<file path="config.mk">
export PLATFORM = sky130hd
export DESIGN_NAME = sr04_scan_ctrl
export DESIGN_NICKNAME = d
export VERILOG_FILES = /design/src/rtl/sr04_pkg.sv /design/src/rtl/sr04_cm_conv.sv /design/src/rtl/sr04_scan_ctrl.sv
export SDC_FILE = /design/constraint.sdc
export NUM_CORES = 1
export LEC_CHECK = 0
export BUFFER_PORTS_ARGS = -buffer_cell sky130_fd_sc_hd__buf_2
export CAP_MARGIN = 20
export CORE_MARGIN = 1
export CORE_UTILIZATION = 55
export CTS_BUF_LIST = sky130_fd_sc_hd__clkbuf_16
export DETAILED_ROUTE_END_ITERATION = 10
export PLACE_DENSITY = 0.82
export SLEW_MARGIN = 10
export SYNTH_ARGS = -nofsm -noshare
export SYNTH_HDL_FRONTEND = slang
export SYNTH_HIERARCHICAL = 1
export SYNTH_SLANG_ARGS = --single-unit
export TNS_END_PERCENT = 10
</file>
<file path="constraint.sdc">
create_clock -name clk_1m -period 9.4 [get_ports clk_1m]
set_clock_uncertainty 0.1 [all_clocks]
set_input_delay 1.88 -clock clk_1m [delete_from_list [all_inputs] [get_ports clk_1m]]
set_output_delay 1.88 -clock clk_1m [all_outputs]
set_load 0.005 [all_outputs]
</file>
<file path="src/rtl/sr04_pkg.sv">
// Shared constants, FSM state type and channel-search helpers for the
// multi-channel HC-SR04 scan controller.
package sr04_pkg;

    localparam logic [1:0] ERR_OK     = 2'd0;
    localparam logic [1:0] ERR_NORISE = 2'd1;
    localparam logic [1:0] ERR_LONG   = 2'd2;

    // us -> cm: 1130 / 65536 approximates 1/58
    localparam int CM_RECIP = 1130;
    localparam int CM_SHIFT = 16;

    typedef enum logic [2:0] {
        ST_IDLE,
        ST_TRIG,
        ST_WAIT_RISE,
        ST_MEAS,
        ST_GAP
    } state_e;

    function automatic logic [2:0] lowest_set(input logic [7:0] m);
        logic [2:0] idx;
        idx = 3'd0;
        for (int i = 7; i >= 0; i--) begin
            if (m[i]) begin
                idx = 3'(i);
            end
        end
        return idx;
    endfunction

    // Returns {wrapped, channel}: the next set bit above cur, or the lowest
    // set bit with wrapped = 1 when nothing above cur remains.
    function automatic logic [3:0] next_set(input logic [7:0] m, input logic [2:0] cur);
        logic       found;
        logic [2:0] hi;
        found = 1'b0;
        hi    = cur;
        for (int i = 7; i >= 0; i--) begin
            if (m[i] && (3'(i) > cur)) begin
                found = 1'b1;
                hi    = 3'(i);
            end
        end
        return found ? {1'b0, hi} : {1'b1, lowest_set(m)};
    endfunction

endpackage

</file>
<file path="src/rtl/sr04_cm_conv.sv">
// Registered microsecond-to-centimetre conversion; the tag and the valid
// strobe travel alongside so the result fields stay aligned.
module sr04_cm_conv
    import sr04_pkg::*;
#(
    parameter int US_W  = 16,
    parameter int TAG_W = 5
) (
    input  logic             clk_1m,
    input  logic             rst,
    input  logic             in_valid,
    input  logic [US_W-1:0]  in_us,
    input  logic [TAG_W-1:0] in_tag,
    output logic             out_valid,
    output logic [US_W-1:0]  out_us,
    output logic [US_W-1:0]  out_cm,
    output logic [TAG_W-1:0] out_tag
);

    logic [31:0]      prod;
    logic             valid_q, valid_d;
    logic [US_W-1:0]  us_q, us_d;
    logic [US_W-1:0]  cm_q, cm_d;
    logic [TAG_W-1:0] tag_q, tag_d;

    assign prod = 32'(in_us) * 32'(CM_RECIP);

    always_comb begin
        valid_d = in_valid;
        us_d    = us_q;
        cm_d    = cm_q;
        tag_d   = tag_q;
        // Result fields hold their last value between strobes
        if (in_valid) begin
            us_d  = in_us;
            cm_d  = US_W'(prod >> CM_SHIFT);
            tag_d = in_tag;
        end
    end

    always_ff @(posedge clk_1m) begin
        if (rst) begin
            valid_q <= 1'b0;
            us_q    <= '0;
            cm_q    <= '0;
            tag_q   <= '0;
        end else begin
            valid_q <= valid_d;
            us_q    <= us_d;
            cm_q    <= cm_d;
            tag_q   <= tag_d;
        end
    end

    assign out_valid = valid_q;
    assign out_us    = us_q;
    assign out_cm    = cm_q;
    assign out_tag   = tag_q;

endmodule

</file>
<file path="src/rtl/sr04_scan_ctrl.sv">
// Round-robin HC-SR04 scanner: triggers each enabled sensor in turn, times
// the echo in 1 us cycles and publishes one converted result per ping.
module sr04_scan_ctrl
    import sr04_pkg::*;
#(
    parameter int CH_NUM      = 4,
    parameter int TRIG_US     = 10,
    parameter int RISE_TO_US  = 2000,
    parameter int ECHO_MAX_US = 25000,
    parameter int GAP_US      = 60000,
    parameter int US_W        = 16
) (
    input  logic              clk_1m,
    input  logic              rst,
    input  logic              en,
    input  logic              mode,
    input  logic              start,
    input  logic [CH_NUM-1:0] ch_mask,
    input  logic [CH_NUM-1:0] echo,
    output logic [CH_NUM-1:0] trig,
    output logic              busy,
    output logic              res_valid,
    output logic [2:0]        res_ch,
    output logic [US_W-1:0]   res_us,
    output logic [US_W-1:0]   res_cm,
    output logic [1:0]        res_err
);

    localparam logic [US_W-1:0] TRIG_LAST = US_W'(TRIG_US - 1);
    localparam logic [US_W-1:0] RISE_LAST = US_W'(RISE_TO_US - 1);
    localparam logic [US_W-1:0] ECHO_LAST = US_W'(ECHO_MAX_US - 1);
    localparam logic [US_W-1:0] ECHO_SAT  = US_W'(ECHO_MAX_US);
    localparam logic [US_W-1:0] GAP_LAST  = US_W'(GAP_US - 1);

    state_e            state_q, state_d;
    logic [US_W-1:0]   cnt_q, cnt_d;
    logic [2:0]        ch_q, ch_d;
    logic [CH_NUM-1:0] mask_q, mask_d;
    logic [CH_NUM-1:0] echo_s1_q, echo_s2_q;

    logic [7:0]        echo_pad;
    logic              echo_sel;
    logic [3:0]        nxt;
    logic              trig_on;
    logic              ev_valid;
    logic [US_W-1:0]   ev_us;
    logic [1:0]        ev_err;
    logic [4:0]        res_tag;

    assign echo_pad = 8'(echo_s2_q);
    assign echo_sel = echo_pad[ch_q];
    assign nxt      = next_set(8'(mask_q), ch_q);
    assign busy     = (state_q != ST_IDLE);
    // en gates trig directly so dropping it silences the sensor immediately
    assign trig_on  = (state_q == ST_TRIG) && en;

    for (genvar gi = 0; gi < CH_NUM; gi++) begin : g_trig
        assign trig[gi] = trig_on && (ch_q == 3'(gi));
    end

    always_comb begin
        state_d  = state_q;
        cnt_d    = cnt_q;
        ch_d     = ch_q;
        mask_d   = mask_q;
        ev_valid = 1'b0;
        ev_us    = '0;
        ev_err   = ERR_OK;
        case (state_q)
            ST_IDLE: begin
                cnt_d = '0;
                if (start && en && (ch_mask != '0)) begin
                    mask_d  = ch_mask;
                    ch_d    = lowest_set(8'(ch_mask));
                    state_d = ST_TRIG;
                end
            end
            ST_TRIG: begin
                if (!en) begin
                    cnt_d   = '0;
                    state_d = ST_IDLE;
                end else if (cnt_q == TRIG_LAST) begin
                    cnt_d   = '0;
                    state_d = ST_WAIT_RISE;
                end else begin
                    cnt_d = cnt_q + 1'b1;
                end
            end
            ST_WAIT_RISE: begin
                if (!en) begin
                    cnt_d   = '0;
                    state_d = ST_IDLE;
                end else if (echo_sel) begin
                    // the sample that revealed the rise is the first high microsecond
                    cnt_d   = US_W'(1);
                    state_d = ST_MEAS;
                end else if (cnt_q == RISE_LAST) begin
                    ev_valid = 1'b1;
                    ev_err   = ERR_NORISE;
                    cnt_d    = '0;
                    state_d  = ST_GAP;
                end else begin
                    cnt_d = cnt_q + 1'b1;
                end
            end
            ST_MEAS: begin
                if (!en) begin
                    cnt_d   = '0;
                    state_d = ST_IDLE;
                end else if (echo_sel) begin
                    if (cnt_q == ECHO_LAST) begin
                        ev_valid = 1'b1;
                        ev_us    = ECHO_SAT;
                        ev_err   = ERR_LONG;
                        cnt_d    = '0;
                        state_d  = ST_GAP;
                    end else begin
                        cnt_d = cnt_q + 1'b1;
                    end
                end else begin
                    ev_valid = 1'b1;
                    ev_us    = cnt_q;
                    cnt_d    = '0;
                    state_d  = ST_GAP;
                end
            end
            ST_GAP: begin
                if (cnt_q == GAP_LAST) begin
                    cnt_d = '0;
                    if (!en || (!mode && nxt[3])) begin
                        state_d = ST_IDLE;
                    end else begin
                        ch_d    = nxt[2:0];
                        state_d = ST_TRIG;
                    end
                end else begin
                    cnt_d = cnt_q + 1'b1;
                end
            end
            default: begin
                cnt_d   = '0;
                state_d = ST_IDLE;
            end
        endcase
    end

    always_ff @(posedge clk_1m) begin
        if (rst) begin
            state_q   <= ST_IDLE;
            cnt_q     <= '0;
            ch_q      <= 3'd0;
            mask_q    <= '0;
            echo_s1_q <= '0;
            echo_s2_q <= '0;
        end else begin
            state_q   <= state_d;
            cnt_q     <= cnt_d;
            ch_q      <= ch_d;
            mask_q    <= mask_d;
            echo_s1_q <= echo;
            echo_s2_q <= echo_s1_q;
        end
    end

    sr04_cm_conv #(
        .US_W  (US_W),
        .TAG_W (5)
    ) u_conv (
        .clk_1m    (clk_1m),
        .rst       (rst),
        .in_valid  (ev_valid),
        .in_us     (ev_us),
        .in_tag    ({ev_err, ch_q}),
        .out_valid (res_valid),
        .out_us    (res_us),
        .out_cm    (res_cm),
        .out_tag   (res_tag)
    );

    assign res_err = res_tag[4:3];
    assign res_ch  = res_tag[2:0];

endmodule

</file>
==> results of run 1 <==
## layout make-up
type	instances	share of cell area (%)
multi-input cells	478	64.5
flip-flops and latches	66	21.4
repair buffers	51	4.18
clock buffers	9	3.65
inverters	50	3.04
well taps	133	2.70
clock inverters	7	0.507
## worst max-delay path, stage by stage
cell	delay, ns
buf_2	0.10
nor2b_1	0.33
nand3_1	0.19
a21o_2	0.27
nor2_1	0.51
ha_1	0.35
ha_1	0.29
fa_1	0.51
fa_1	0.55
inv_1	0.05
fa_1	0.50
inv_1	0.04
ha_1	0.28
o21ai_0	0.11
o211ai_1	0.29
a21oi_1	0.15
a2111oi_2	0.51
mux2_2	0.39
o221ai_1	0.08
## path summary, 6_finish.rpt
path         slack [ns]  cells past startpoint                             to                     from
max                2.14                     19  u_conv/out_cm[9]$_SDFFE_PP0P_                       en
min                0.34                      1        echo_s2_q[3]$_SDFF_PP0_  echo_s1_q[3]$_SDFF_PP0_
min reg2reg        0.34                      1        echo_s2_q[3]$_SDFF_PP0_  echo_s1_q[3]$_SDFF_PP0_
max reg2reg        2.95                     19  u_conv/out_cm[9]$_SDFFE_PP0P_      cnt_q[0]$_SDFF_PP0_
## power by group through the flow
stage / clock (mW) / sequential, mW / combinational (mW)
2_1_floorplan: 0 / 0.292 / 0.0275
3_3_place_gp: 0 / 0.294 / 0.0306
3_5_place_dp: 0 / 0.295 / 0.0319
4_1_cts: 0.296 / 0.289 / 0.0322
5_1_grt: 0.308 / 0.289 / 0.0361
6_report: 0.291 / 0.289 / 0.0324
## cells by family (layout without fill, tap and decap cells)
kind of cell / after synthesis / in the layout / share of synthesized area [%]
mux: 29 / 29 / 5.41
simple gates: 227 / 227 / 20.6
compound gates: 81 / 81 / 11.0
other cells: 2 / 6 / 0.134
buf+inv: 77 / 117 / 5.81
fa+ha+maj: 120 / 120 / 31.1
flops: 66 / 66 / 23.5
xor+xnor: 15 / 15 / 2.34
## flip-flops by register name, summed over array words and instances (netlist names), 2 cells and up
name,cells
u_conv/out_tag,5
echo_s1_q,4
u_conv/out_us,16
mask_q,4
ch_q,2
state_q,3
echo_s2_q,4
cnt_q,16
u_conv/out_cm,11
## Yosys cell counts (12+ instances only)
cell type	instances
ha_1	87
nor2_1	83
dfxtp_1	66
inv_1	50
fa_1	33
nand2_1	30
mux2i_1	27
a21oi_1	23
nand3_1	20
clkbuf_1	13
nand4_1	12
nor2b_1	12
nor3_1	12
## stage by stage
step / total power, mW / setup slack (ns)
2_1_floorplan: 0.319 / 2.67
3_3_place_gp: 0.325 / 2.11
3_5_place_dp: 0.326 / 1.94
4_1_cts: 0.617 / 2.21
5_1_grt: 0.634 / 1.75
6_report: 0.612 / 2.14
## metal layers
metal	GRT usage, %	up-vias
li1	-	2217
met1	31.0	2184
met2	44.1	144
met3	5.63	30
met4	10.1	0
met5	0	-
==> flow_summary.ini, run 1 <==
[status]
status = completed

[cells_and_area]
final_core_util_pct = 62.9
synthToLayoutAreaGrowth_pct = 9.91
nets = 789
antenna_cells = 0
multi_input_area_um2 = 3980
final_common_cell = ha_1
drive_above_1_share_pct = 12.6
regArea_um2 = 1320
fin_cells = 794
fill_cells = 849
layout_common_cells = ha_1 (87), nor2_1 (83), dfxtp_1 (66)
final_cell_area_um2 = 6170

[yosys]
yosys.cell_types.count = 66
synthesis.area_um2 = 5620
ys.flop_type = dfxtp_1
synthCells = 617
synth_edf_count = 0
ys_ff_latch = 66
syn_avg_cell_area_um2 = 9.10
ys_warn_count = 6
synth_top_area_share_pct = 23.5
yosysTopAreaCell = dfxtp_1
netlist_top_cells_area = dfxtp_1 (24%), ha_1 (19%), fa_1 (12%)
synthArstFlopShare_pct = 0
seq_area_frac_synth_pct = 23.5

[route]
drcViolationCount = 0
met1Wirelength_mm = 5.42
met2_length_mm = 6.27
drt-vias-per-instance = 5.76
dr.max_layer_used = met4
drtPass1Iterations = 5
wire_per_inst_um = 15.9
wl_met3_um = 610
drt-total-wl_mm = 12.6
drtAntennaViolNets = 0
drt_iter0_drc = 288
vias = 4575

[global_routing]
grt_first_pass_wirelength_mm = 20.7
grt_max_degree = 57
globalRouteTotalUtil_pct = 25.6
grt_pass1_vias = 4504
antenna_found_initial = 0
grt-ovfl-total = 0

[critical_path]
critPathMaxFanout = 7
end_kind = flip-flop
cp-start-kind = input pin
crit_arrival_ns = 7.40
worst-setup-path-type = input pin to flip-flop
crit_required_ns = 9.54

[timing]
max_slew_margin_pct = 34.4
rsz0062_at_grt = false
setup_viol = 0
max_freq_ghz = 0.138
setup_tns_ns = 0
tightestPinTransition_ns = 0.984
post-route-min-period_ns = 7.26
final-hold-violation-count = 0
period_share_pct = 77.3
holdWs_ns = 0.337
maxSlewViolCount = 0

[cts]
worstSkewPairLatency_ns = 0.33
numCtsBuffers = 9
cts_tree = yes
post-cts-setup-buffers = 0
cts_resized = 0
hold_buffers = 0
root_buffer = clkbuf_16
path_clk_slew_ns = 0.05
htreeDepth = 3
cts_sinks = 66
clock_path_buffers = 2

[power]
cellPowerDensity_nw_per_um2 = 99.2
p_sw_mw = 0.142
leakagePower_nw = 3.12
pwr-share-comb_pct = 5.3
power_frac_seq_pct = 47.2
p_sw_share_pct = 23.2
irDropWorstVdd_uv = 160
clkPwrFrac_pct = 47.5
internal_power_mw = 0.470

[placement]
place.gp.congestion = 0.917
dp_cells = 778
hpwl_mm = 9.60
place_area_um2 = 5920
port_buffers = 50

[floorplan]
rows = 36
initial_core_util_pct = 57.2
die_y_um = 103
die-area_um2 = 10600
core_um2 = 9820
die_w_um = 103
io_pins = 56

[min_path]
hold_path.class = flip-flop to flip-flop

[run]
drv_cap = 0
(Power assumes the default switching activity.)
==> run 2, diff against run 1 <==
- clock period: 9.4 -> 7 ns (I/O delays scaled with it)
==> flow_summary.ini, run 2 (synthesized netlist as in run 1, its figures left out) <==
[route]
wire_per_inst_um = 16.4
vias = 4707
drt_iter0_drc = 291
drt-total-wl_mm = 13.2
drcViolationCount = 0
drtAntennaViolNets = 0
drtPass1Iterations = 5
drt-vias-per-instance = 5.85

[min_path]
min_path_cells = 1
hold_start = echo_s1_q[2]$_SDFF_PP0_
holdPathEnd = echo_s2_q[2]$_SDFF_PP0_
hold_path.class = flip-flop to flip-flop

[global_routing]
globalRouteTotalUtil_pct = 26.5
grt_pass1_vias = 4605
grt_max_degree = 57
grt-ovfl-total = 0
antenna_found_initial = 0
grt_first_pass_wirelength_mm = 21.5

[cts]
cts_tree = yes
clock_path_buffers = 2
numCtsBuffers = 9
path_clk_slew_ns = 0.06
cts_resized = 0
post-cts-setup-buffers = 0
hold_buffers = 0
root_buffer = clkbuf_16
htreeDepth = 3
worstSkewPairLatency_ns = 0.34
cts_sinks = 66

[floorplan]
die-area_um2 = 10600
core_um2 = 9820
die_w_um = 103
initial_core_util_pct = 57.2
rows = 36
die_y_um = 103
io_pins = 56

[critical_path]
end_kind = flip-flop
critPathMaxStageDelay_ns = 0.55
worst-setup-path-type = input pin to flip-flop
worst-path-buf-inv = 3
crit_required_ns = 7.16
r2r-end = u_conv/out_cm[9]$_SDFFE_PP0P_
rrSetupSlack_ns = 0.78
worst_path_max_delay_cell = fa_1
crit_family = adder cells
crit_arrival_ns = 6.73
r2r-start = cnt_q[0]$_SDFF_PP0_
cp-start-kind = input pin
worstRegToRegCells = 19
crit_chain = buf_2, nor2b_1, nand3_1, a21o_2, nor2_1, ha_1, ha_1, fa_1, fa_1, inv_1, fa_1, inv_1, ha_1, a21oi_1, a21boi_1, a21oi_1, a2111oi_2, mux2_2, o221ai_1
critPathMaxFanout = 7

[cells_and_area]
nets = 800
fill_cells = 822
final_common_cell = ha_1
antenna_cells = 0
regArea_um2 = 1320
drive_above_1_share_pct = 14.4
layout_common_cells = ha_1 (87), nor2_1 (83), dfxtp_1 (66)
final_core_util_pct = 64.2
multi_input_area_um2 = 3980
synthToLayoutAreaGrowth_pct = 12.3

[placement]
hpwl_mm = 10.0
port_buffers = 50
place.gp.congestion = 0.915

[run]
drv_cap = 0

[timing]
holdWs_ns = 0.321
max_slew_margin_pct = 56.9
final-hold-violation-count = 0
maxSlewViolCount = 0
tightestPinTransition_ns = 0.643
setup_tns_ns = 0
max_freq_ghz = 0.152
period_share_pct = 93.8
rsz0062_at_grt = false
post-route-min-period_ns = 6.57
setup_viol = 0

[status]
status = completed

[power]
p_total_mw = 0.875
cellPowerDensity_nw_per_um2 = 139
irDropWorstVdd_uv = 149
leakagePower_nw = 3.20
## run 2: changes by cell type in the layout (fill, tap and decap cells not counted)
| cell | delta |
|---|---|
| buf_16 | +1 |
| clkinvlp_4 | -1 |
| inv_1 | -3 |
| clkinv_4 | +1 |
| buf_4 | +10 |
| clkinv_2 | +2 |
| bufinv_16 | +1 |
## run 2: how the worst max path moves through the flow
stage	cells after the start	start	endpoint	slack (ns)
after global placement	21	en	u_conv/out_cm[9]$_SDFFE_PP0P_	0.43
after global routing	21	en	u_conv/out_cm[9]$_SDFFE_PP0P_	0.15
after detailed placement	19	en	u_conv/out_cm[9]$_SDFFE_PP0P_	0.19
final	19	en	u_conv/out_cm[9]$_SDFFE_PP0P_	0.43
after CTS	21	en	u_conv/out_cm[9]$_SDFFE_PP0P_	0.53
after floorplan	20	en	u_conv/out_cm[9]$_SDFFE_PP0P_	0.75
## run 2: metal layers
metal / global-route usage [%] / vias to the layer above / part of all wire (%) / wire, µm
li1: - / 2231 / - / -
met1: 32.7 / 2265 / 42 / 5610
met2: 45.8 / 178 / 50 / 6620
met3: 5.29 / 33 / 5.3 / 700
met4: 9.43 / 0 / 2.3 / 299
met5: 0 / - / 0 / 0
## run 2: layout make-up
class	count	share of cell area (%)
multi-input combinational	478	63.2
sequential	66	21.0
inverter	50	2.98
clock buffer	9	3.57
clock inverter	7	0.972
tap	133	2.64
timing repair buffer	62	5.71
## run 2: through the flow
step	cells	area, µm²	setup slack [ns]
after floorplan	621	5630	0.753
final	805	6310	0.433
after global placement	788	5990	0.430
after detailed placement	788	5990	0.186
after CTS	804	6280	0.529
after global routing	805	6310	0.154
## run 2: report_power, final
part | switching (mW) | total [mW] | internal (mW) | leakage [nW]
clock | 0.172 | 0.444 | 0.272 | 0.148
sequential | 0.00649 | 0.388 | 0.381 | 0.534
combinational | 0.0254 | 0.0434 | 0.0180 | 2.52
